File: src/rtl/gravacao_pkg.sv
// Shared types and constants for the gravacao recorder/player slice.
package gravacao_pkg;

  localparam int GRAV_DATA_W = 8;
  localparam int GRAV_ADDR_W = 8;

  typedef enum logic [2:0] {
    IDLE    = 3'd0,
    FETCH   = 3'd1,
    LOAD    = 3'd2,
    PRESENT = 3'd3,
    PACE    = 3'd4
  } player_state_t;

endpackage

File: src/rtl/gravacao_if.sv
// Sample-memory read port plus valid/ready playback stream of the player.
interface gravacao_if
  import gravacao_pkg::*;
#(
  parameter int ADDR_W = GRAV_ADDR_W,
  parameter int DATA_W = GRAV_DATA_W
) ();

  logic              mem_rd;
  logic [ADDR_W-1:0] mem_addr;
  logic [DATA_W-1:0] mem_data;
  logic [DATA_W-1:0] out_data;
  logic              out_valid;
  logic              out_ready;

  modport master (
    output mem_rd, mem_addr, out_data, out_valid,
    input  mem_data, out_ready
  );

  modport slave (
    input  mem_rd, mem_addr, out_data, out_valid,
    output mem_data, out_ready
  );

endinterface

File: src/rtl/gravacao_pace_counter.sv
// Loadable down-counter pacing the gap between an accepted byte and the next fetch.
module gravacao_pace_counter
  import gravacao_pkg::*;
#(
  parameter int W = 8
) (
  input  logic         clk,
  input  logic         rst,
  input  logic         load,
  input  logic         en,
  input  logic [W-1:0] value,
  output logic         zero
);

  logic [W-1:0] count_r;

  // Remaining pace cycles, including the current one.
  always_ff @(posedge clk) begin
    if (rst) begin
      count_r <= {W{1'b0}};
    end else if (load) begin
      count_r <= value;
    end else if (en && (count_r != {W{1'b0}})) begin
      count_r <= count_r - W'(1);
    end else begin
      count_r <= count_r;
    end
  end

  // High in the last pace cycle: the count reaches 0 at the coming edge.
  assign zero = (count_r <= W'(1));

endmodule

File: src/rtl/gravacao_player.sv
// Playback reader: streams LENGTH bytes from sample memory address 0 upward.
// Optional PLAYER_LOOP_EN: a latched loop=1 repeats the pass until stop/rst.
module gravacao_player
  import gravacao_pkg::*;
#(
  parameter int ADDR_W     = GRAV_ADDR_W,
  parameter int DATA_W     = GRAV_DATA_W,
  parameter int RATE_DIV_W = 8
) (
  input  logic                  clk,
  input  logic                  rst,
  input  logic                  start,
  input  logic                  stop,
  input  logic [ADDR_W-1:0]     length,
  input  logic [RATE_DIV_W-1:0] rate_div,
  input  logic                  loop,
  gravacao_if.master            bus,
  output logic                  busy,
  output logic                  done
);

`ifdef PLAYER_LOOP_EN
  localparam logic LOOP_EN = 1'b1;
`else
  localparam logic LOOP_EN = 1'b0;
`endif

  player_state_t         state_r, state_nxt_s;
  logic [ADDR_W-1:0]     idx_r, idx_nxt_s, len_r;
  logic [RATE_DIV_W-1:0] rate_r;
  logic                  loop_r;
  logic                  latch_s, done_nxt_s, pace_load_s, pace_zero_s;
  logic                  handshake_s, last_s, repeat_s;
  logic                  mem_rd_r, out_valid_r, done_r;
  logic [ADDR_W-1:0]     mem_addr_r;
  logic [DATA_W-1:0]     out_data_r;

  assign handshake_s = out_valid_r & bus.out_ready;
  assign last_s      = (idx_r == (len_r - ADDR_W'(1)));
  assign repeat_s    = loop_r & LOOP_EN;

  gravacao_pace_counter #(.W(RATE_DIV_W)) u_pace (
    .clk  (clk),
    .rst  (rst),
    .load (pace_load_s),
    .en   (state_r == PACE),
    .value(rate_r),
    .zero (pace_zero_s)
  );

  // Next-state and per-transition control decode; stop overrides everything.
  always_comb begin
    state_nxt_s = state_r;
    idx_nxt_s   = idx_r;
    latch_s     = 1'b0;
    done_nxt_s  = 1'b0;
    pace_load_s = 1'b0;
    if (stop) begin
      state_nxt_s = IDLE;
    end else begin
      case (state_r)
        IDLE: begin
          if (start) begin
            if (length != {ADDR_W{1'b0}}) begin
              state_nxt_s = FETCH;
              latch_s     = 1'b1;
              idx_nxt_s   = {ADDR_W{1'b0}};
            end else begin
              done_nxt_s = 1'b1;
            end
          end else begin
            state_nxt_s = IDLE;
          end
        end
        FETCH:   state_nxt_s = LOAD;
        LOAD:    state_nxt_s = PRESENT;
        PRESENT: begin
          if (handshake_s) begin
            done_nxt_s = last_s;
            if (last_s && !repeat_s) begin
              state_nxt_s = IDLE;
            end else begin
              idx_nxt_s = last_s ? {ADDR_W{1'b0}} : (idx_r + ADDR_W'(1));
              if (rate_r != {RATE_DIV_W{1'b0}}) begin
                state_nxt_s = PACE;
                pace_load_s = 1'b1;
              end else begin
                state_nxt_s = FETCH;
              end
            end
          end else begin
            state_nxt_s = PRESENT;
          end
        end
        PACE: begin
          if (pace_zero_s) begin
            state_nxt_s = FETCH;
          end else begin
            state_nxt_s = PACE;
          end
        end
        default: state_nxt_s = IDLE;
      endcase
    end
  end

  // State, byte index and start-time configuration.
  always_ff @(posedge clk) begin
    if (rst) begin
      state_r <= IDLE;
      idx_r   <= {ADDR_W{1'b0}};
      len_r   <= {ADDR_W{1'b0}};
      rate_r  <= {RATE_DIV_W{1'b0}};
      loop_r  <= 1'b0;
    end else begin
      state_r <= state_nxt_s;
      idx_r   <= idx_nxt_s;
      if (latch_s) begin
        len_r  <= length;
        rate_r <= rate_div;
        loop_r <= loop;
      end
    end
  end

  // Registered outputs, decoded from the state being entered.
  always_ff @(posedge clk) begin
    if (rst) begin
      mem_rd_r    <= 1'b0;
      mem_addr_r  <= {ADDR_W{1'b0}};
      out_data_r  <= {DATA_W{1'b0}};
      out_valid_r <= 1'b0;
      done_r      <= 1'b0;
    end else begin
      mem_rd_r    <= (state_nxt_s == FETCH);
      out_valid_r <= (state_nxt_s == PRESENT);
      done_r      <= done_nxt_s;
      if (state_nxt_s == FETCH) begin
        mem_addr_r <= idx_nxt_s;
      end
      // A read in flight is dropped when stop pulls LOAD back to IDLE.
      if ((state_r == LOAD) && (state_nxt_s == PRESENT)) begin
        out_data_r <= bus.mem_data;
      end
    end
  end

  assign bus.mem_rd    = mem_rd_r;
  assign bus.mem_addr  = mem_addr_r;
  assign bus.out_data  = out_data_r;
  assign bus.out_valid = out_valid_r;
  assign done          = done_r;
  assign busy          = (state_r != IDLE);

endmodule

File: src/flat_wrapper.sv
// flat-port wrapper written by rule: the top's interface ports become plain ports
module gravacao_player_flat import gravacao_pkg::*;
#(
  parameter int ADDR_W     = GRAV_ADDR_W,
  parameter int DATA_W     = GRAV_DATA_W,
  parameter int RATE_DIV_W = 8
)
  (clk, rst, start, stop, length, rate_div, loop, busy, done, bus_mem_rd, bus_mem_addr, bus_out_data, bus_out_valid, bus_mem_data, bus_out_ready);
  gravacao_if #(.ADDR_W(ADDR_W), .DATA_W(DATA_W)) bus_i ();
  input  logic clk;
  input  logic rst;
  input  logic start;
  input  logic stop;
  input  logic [ADDR_W-1:0] length;
  input  logic [RATE_DIV_W-1:0] rate_div;
  input  logic loop;
  output logic busy;
  output logic done;
  output wire logic [$bits(bus_i.mem_rd)-1:0] bus_mem_rd;
  output wire logic [$bits(bus_i.mem_addr)-1:0] bus_mem_addr;
  output wire logic [$bits(bus_i.out_data)-1:0] bus_out_data;
  output wire logic [$bits(bus_i.out_valid)-1:0] bus_out_valid;
  input wire logic [$bits(bus_i.mem_data)-1:0] bus_mem_data;
  input wire logic [$bits(bus_i.out_ready)-1:0] bus_out_ready;
  assign bus_mem_rd = bus_i.mem_rd;
  assign bus_mem_addr = bus_i.mem_addr;
  assign bus_out_data = bus_i.out_data;
  assign bus_out_valid = bus_i.out_valid;
  assign bus_i.mem_data = bus_mem_data;
  assign bus_i.out_ready = bus_out_ready;
  gravacao_player #(.ADDR_W(ADDR_W), .DATA_W(DATA_W), .RATE_DIV_W(RATE_DIV_W)) u_core (.clk(clk), .rst(rst), .start(start), .stop(stop), .length(length), .rate_div(rate_div), .loop(loop), .bus(bus_i), .busy(busy), .done(done));
endmodule
File: config.mk
export PLATFORM = sky130hd
export DESIGN_NAME = gravacao_player_flat
export DESIGN_NICKNAME = d
export VERILOG_FILES = /design/src/rtl/gravacao_pkg.sv /design/src/rtl/gravacao_if.sv /design/src/rtl/gravacao_pace_counter.sv /design/src/rtl/gravacao_player.sv /design/src/flat_wrapper.sv
export SDC_FILE = /design/constraint.sdc
export NUM_CORES = 1
export LEC_CHECK = 0
export CORE_MARGIN = 2
export CORE_UTILIZATION = 45
export DETAILED_ROUTE_END_ITERATION = 7
export PLACE_DENSITY_LB_ADDON = 0.1
export SLEW_MARGIN = 20
export SYNTH_ARGS = -nofsm -noshare
export SYNTH_HDL_FRONTEND = slang
export SYNTH_HIERARCHICAL = 1
export SYNTH_SLANG_ARGS = --single-unit
export TNS_END_PERCENT = 30
File: constraint.sdc
create_clock -name clk -period 4.8 [get_ports clk]
set_input_delay 0.72 -clock clk [delete_from_list [all_inputs] [get_ports clk]]
set_output_delay 0.72 -clock clk [all_outputs]
set_load 0.02 [all_outputs]
==> impl_metrics.env <==
export IMPL_status="finished clean"
export IMPL_fin_crit_ns=2.80
export IMPL_max_freq_mhz=357
export IMPL_setup_ws_ns=2.00
export IMPL_final_common_cell="nand2_1"
export IMPL_final_net_count=413
export IMPL_top_layer="met4"
export IMPL_synth_area_top_cells="dfxtp_1 39%, nand2_1 7.4%, nor2_1 5.4%"
export IMPL_synth_edf_count=0
export IMPL_routed_wl_mm=6.47
export IMPL_cts_repair_resized=0
export IMPL_syn_inst=334
export IMPL_ys_ff_latch=54
export IMPL_yosysWarnings=6
export IMPL_finalSetupTns_ns=0
export IMPL_relSlewSlack_pct=35.3
export IMPL_ios=50
export IMPL_cts_htree_levels=2
export IMPL_worst_path_dominant_cell_family="simple AND/OR/NAND/NOR gates"
export IMPL_clk_latency_ns=0.31
export IMPL_ys_flop_type="dfxtp_1"
export IMPL_max_cap_violations=0
export IMPL_die_x_um=82.6
export IMPL_fp_row_count=28
export IMPL_rsz0062_at_grt="no"
export IMPL_postSynthAreaPerCell_um2=8.31
export IMPL_path_cells="clkdlybuf4s50_1 -> nor4_1 -> nand2_1 -> nand2_1 -> nand2_1 -> mux2_4 -> a211oi_2"
export IMPL_cts_hold_buf=0
export IMPL_cp_slowest_cell="nand2_1"
export IMPL_core_area_um2=5960
export IMPL_syn_nets=369
export IMPL_cts_tree="built"
export IMPL_period_share_pct=58.3
export IMPL_firstDrtPassIters=4
export IMPL_final_cell_mix="55 x nand2_1, 54 x dfxtp_1, 48 x clkdlybuf4s50_1"
export IMPL_netlist_area_leader_share_pct=38.9
export IMPL_antenna_found_initial=0
export IMPL_grt_pass1_wl_mm=10.6
export IMPL_dpl_worst_slack_ns=1.68
export IMPL_max_stage_delay_ns=0.68
export IMPL_worstSetupPathType="in2reg"
export IMPL_root_buffer="clkbuf_8"
export IMPL_path_max_fanout=20
export IMPL_cts_setup_buffers=0
export IMPL_grt_usage_pct=20.2
export IMPL_drt_iter0_markers=132
export IMPL_fin_cells=454
export IMPL_antennaDiodeCount=0
export IMPL_syn2layout_area_growth_pct=22.8
export IMPL_endpoint_kind="register"
export IMPL_crit_arrival_ns=3.04
export IMPL_portBuffers=48
export IMPL_die_area_um2=6810
export IMPL_via_per_inst=5.37
export IMPL_async_flop_share_pct=0
export IMPL_ys_types=64
export IMPL_dp_hpwl_mm=4.72
export IMPL_clock_skew_final_ns=0.00379
export IMPL_startpoint_type="primary input"
export IMPL_cts_buffers=5
export IMPL_ys_seq_area_share_pct=38.9
export IMPL_drv_slew=0
export IMPL_cpMostUsedCell="nand2_1"
export IMPL_required_ns=5.04
export IMPL_detail_route_antenna_nets=0
export IMPL_syn_area_um2=2780
export IMPL_post_drt_wl_per_cell_um=14.3
export IMPL_cts_sinks=54
export IMPL_yosys_area_top_type="dfxtp_1"
export IMPL_hold_class="reg2reg"
export IMPL_fp_dieH_um=82.6
export IMPL_power_density_nw_per_um2=256
export IMPL_met3_length_um=260
export IMPL_p_leak_nw=1.26
export IMPL_grt_pass1_vias=2319
export IMPL_tightest_slew_ns=0.968
export IMPL_wl_met1_mm=2.95
export IMPL_cts_clk_slew_worst_paths_ns=0.10
export IMPL_initial_core_util_pct=46.6
export IMPL_vdd_drop_max_v=0.000171
export IMPL_worst_path_buf_inv=1
export IMPL_drive_gt1_share_pct=7.39
export IMPL_wl_met2_mm=3.17
export IMPL_gp_congestion=0.860
export IMPL_setup_violations=0
export IMPL_cts_buffer_depth=2
export IMPL_grt_remaining_overflow=0
export IMPL_finalHoldViolCount=0
export IMPL_remaining_drc_errors=0
export IMPL_vias=2440
export IMPL_grt_max_degree=49
export IMPL_place_inst=446
[worst paths after layout]
| check | slack (ns) | startpoint | endpoint | depth (start not counted) |
|---|---|---|---|---|
| worst min-delay path | 0.46 | u_core/bus.out_data[3] | u_core/bus.out_data[3] | 2 |
| worst max-delay path | 2.00 | length[0] | u_core/bus.mem_addr[5] | 7 |
| worst min register to register | 0.46 | u_core/bus.out_data[3] | u_core/bus.out_data[3] | 2 |
| worst max register to register | 2.09 | u_core/len_r[0] | u_core/u_pace/count_r[7] | 10 |
[tightest hold or removal path, cell delays in order (launching register included)]
cell and delay, ns:
dfxtp_1 0.32, nand2_1 0.05, a21oi_1 0.05
[metal layers]
layer  vias to the layer above  track usage (%)
met1                      1119             25.3
met5                         -                0
met2                        48             35.2
met3                         9             3.80
met4                         0             6.23
li1                       1264                -
[through the flow]
stage | hold slack (ns) | total power, mW | utilization (%) | instance area (um2)
2_1_floorplan | 0.448 | 0.559 | - | 2780
3_3_place_gp | 0.442 | 0.610 | 55.7 | 3310
3_5_place_dp | 0.446 | 0.612 | 55.7 | 3310
4_1_cts | 0.462 | 0.881 | 57.2 | 3410
5_1_grt | 0.483 | 0.916 | 57.2 | 3410
6_report | 0.460 | 0.872 | 57.2 | 3410
[synthesized netlist by cell type, types with 2 or more instances]
master and instances:
nor2b_1 6, o21ai_0 6, nor3b_1 2, inv_1 12, xor2_1 5, mux2_2 2
xnor2_1 7, a311oi_1 3, nand3b_1 2, a211oi_2 2, a21oi_1 26, a211oi_1 8
o211ai_1 2, buf_1 3, and3_1 2, nand2_1 55, and2_1 5, ha_1 5
nor3_1 5, nand4_1 5, or3_1 2, nor2_1 40, nor4_1 5, a22oi_1 2
mux2i_1 11, nor4_2 2, dfxtp_1 54, or2_2 2, clkbuf_1 8, nand3_1 7
nand2b_1 5
[area by class of cell]
cell class | instances | area [um2]
Clock buffer | 5 | 68.8
Fill cell | 587 | 2550
Tap cell | 75 | 93.8
Clock inverter | 3 | 26.3
Sequential cell | 54 | 1080
Multi-Input combinational cell | 255 | 1600
Inverter | 12 | 45.0
Timing Repair Buffer | 50 | 495
[cell families (layout without fill, tap and decap cells)]
logic type                 count (synthesis)  count (layout)  share of synthesized area [%]
and+or+nand+nor                          154             154                           27.3
AOI/OAI and AO/OA                         69              69                           18.1
DFF                                       54              54                           38.9
buffers and inverters                     25              70                           3.47
muxes                                     15              15                           6.13
xor gates and xnor gates                  12              12                           3.79
adders and majority gates                  5               5                           2.25
[registers in the layout, summed over array words and instances, names as in the netlist]
register / count
u_core/state_r: 3
u_core/bus.mem_rd: 1
u_core/bus.mem_addr: 8
u_core/rate_r: 8
u_core/bus.out_data: 8
u_core/bus.out_valid: 1
u_core/u_pace/count_r: 8
u_core/done: 1
u_core/idx_r: 8
u_core/len_r: 8
[report_power, final]
group	total (mW)	internal, mW	switching (mW)
sequential	0.471	0.460	0.0108
clock	0.272	0.108	0.164
combinational	0.129	0.0643	0.0648
total	0.872	0.632	0.239
Note: power is estimated with default switching activity, not from simulation.
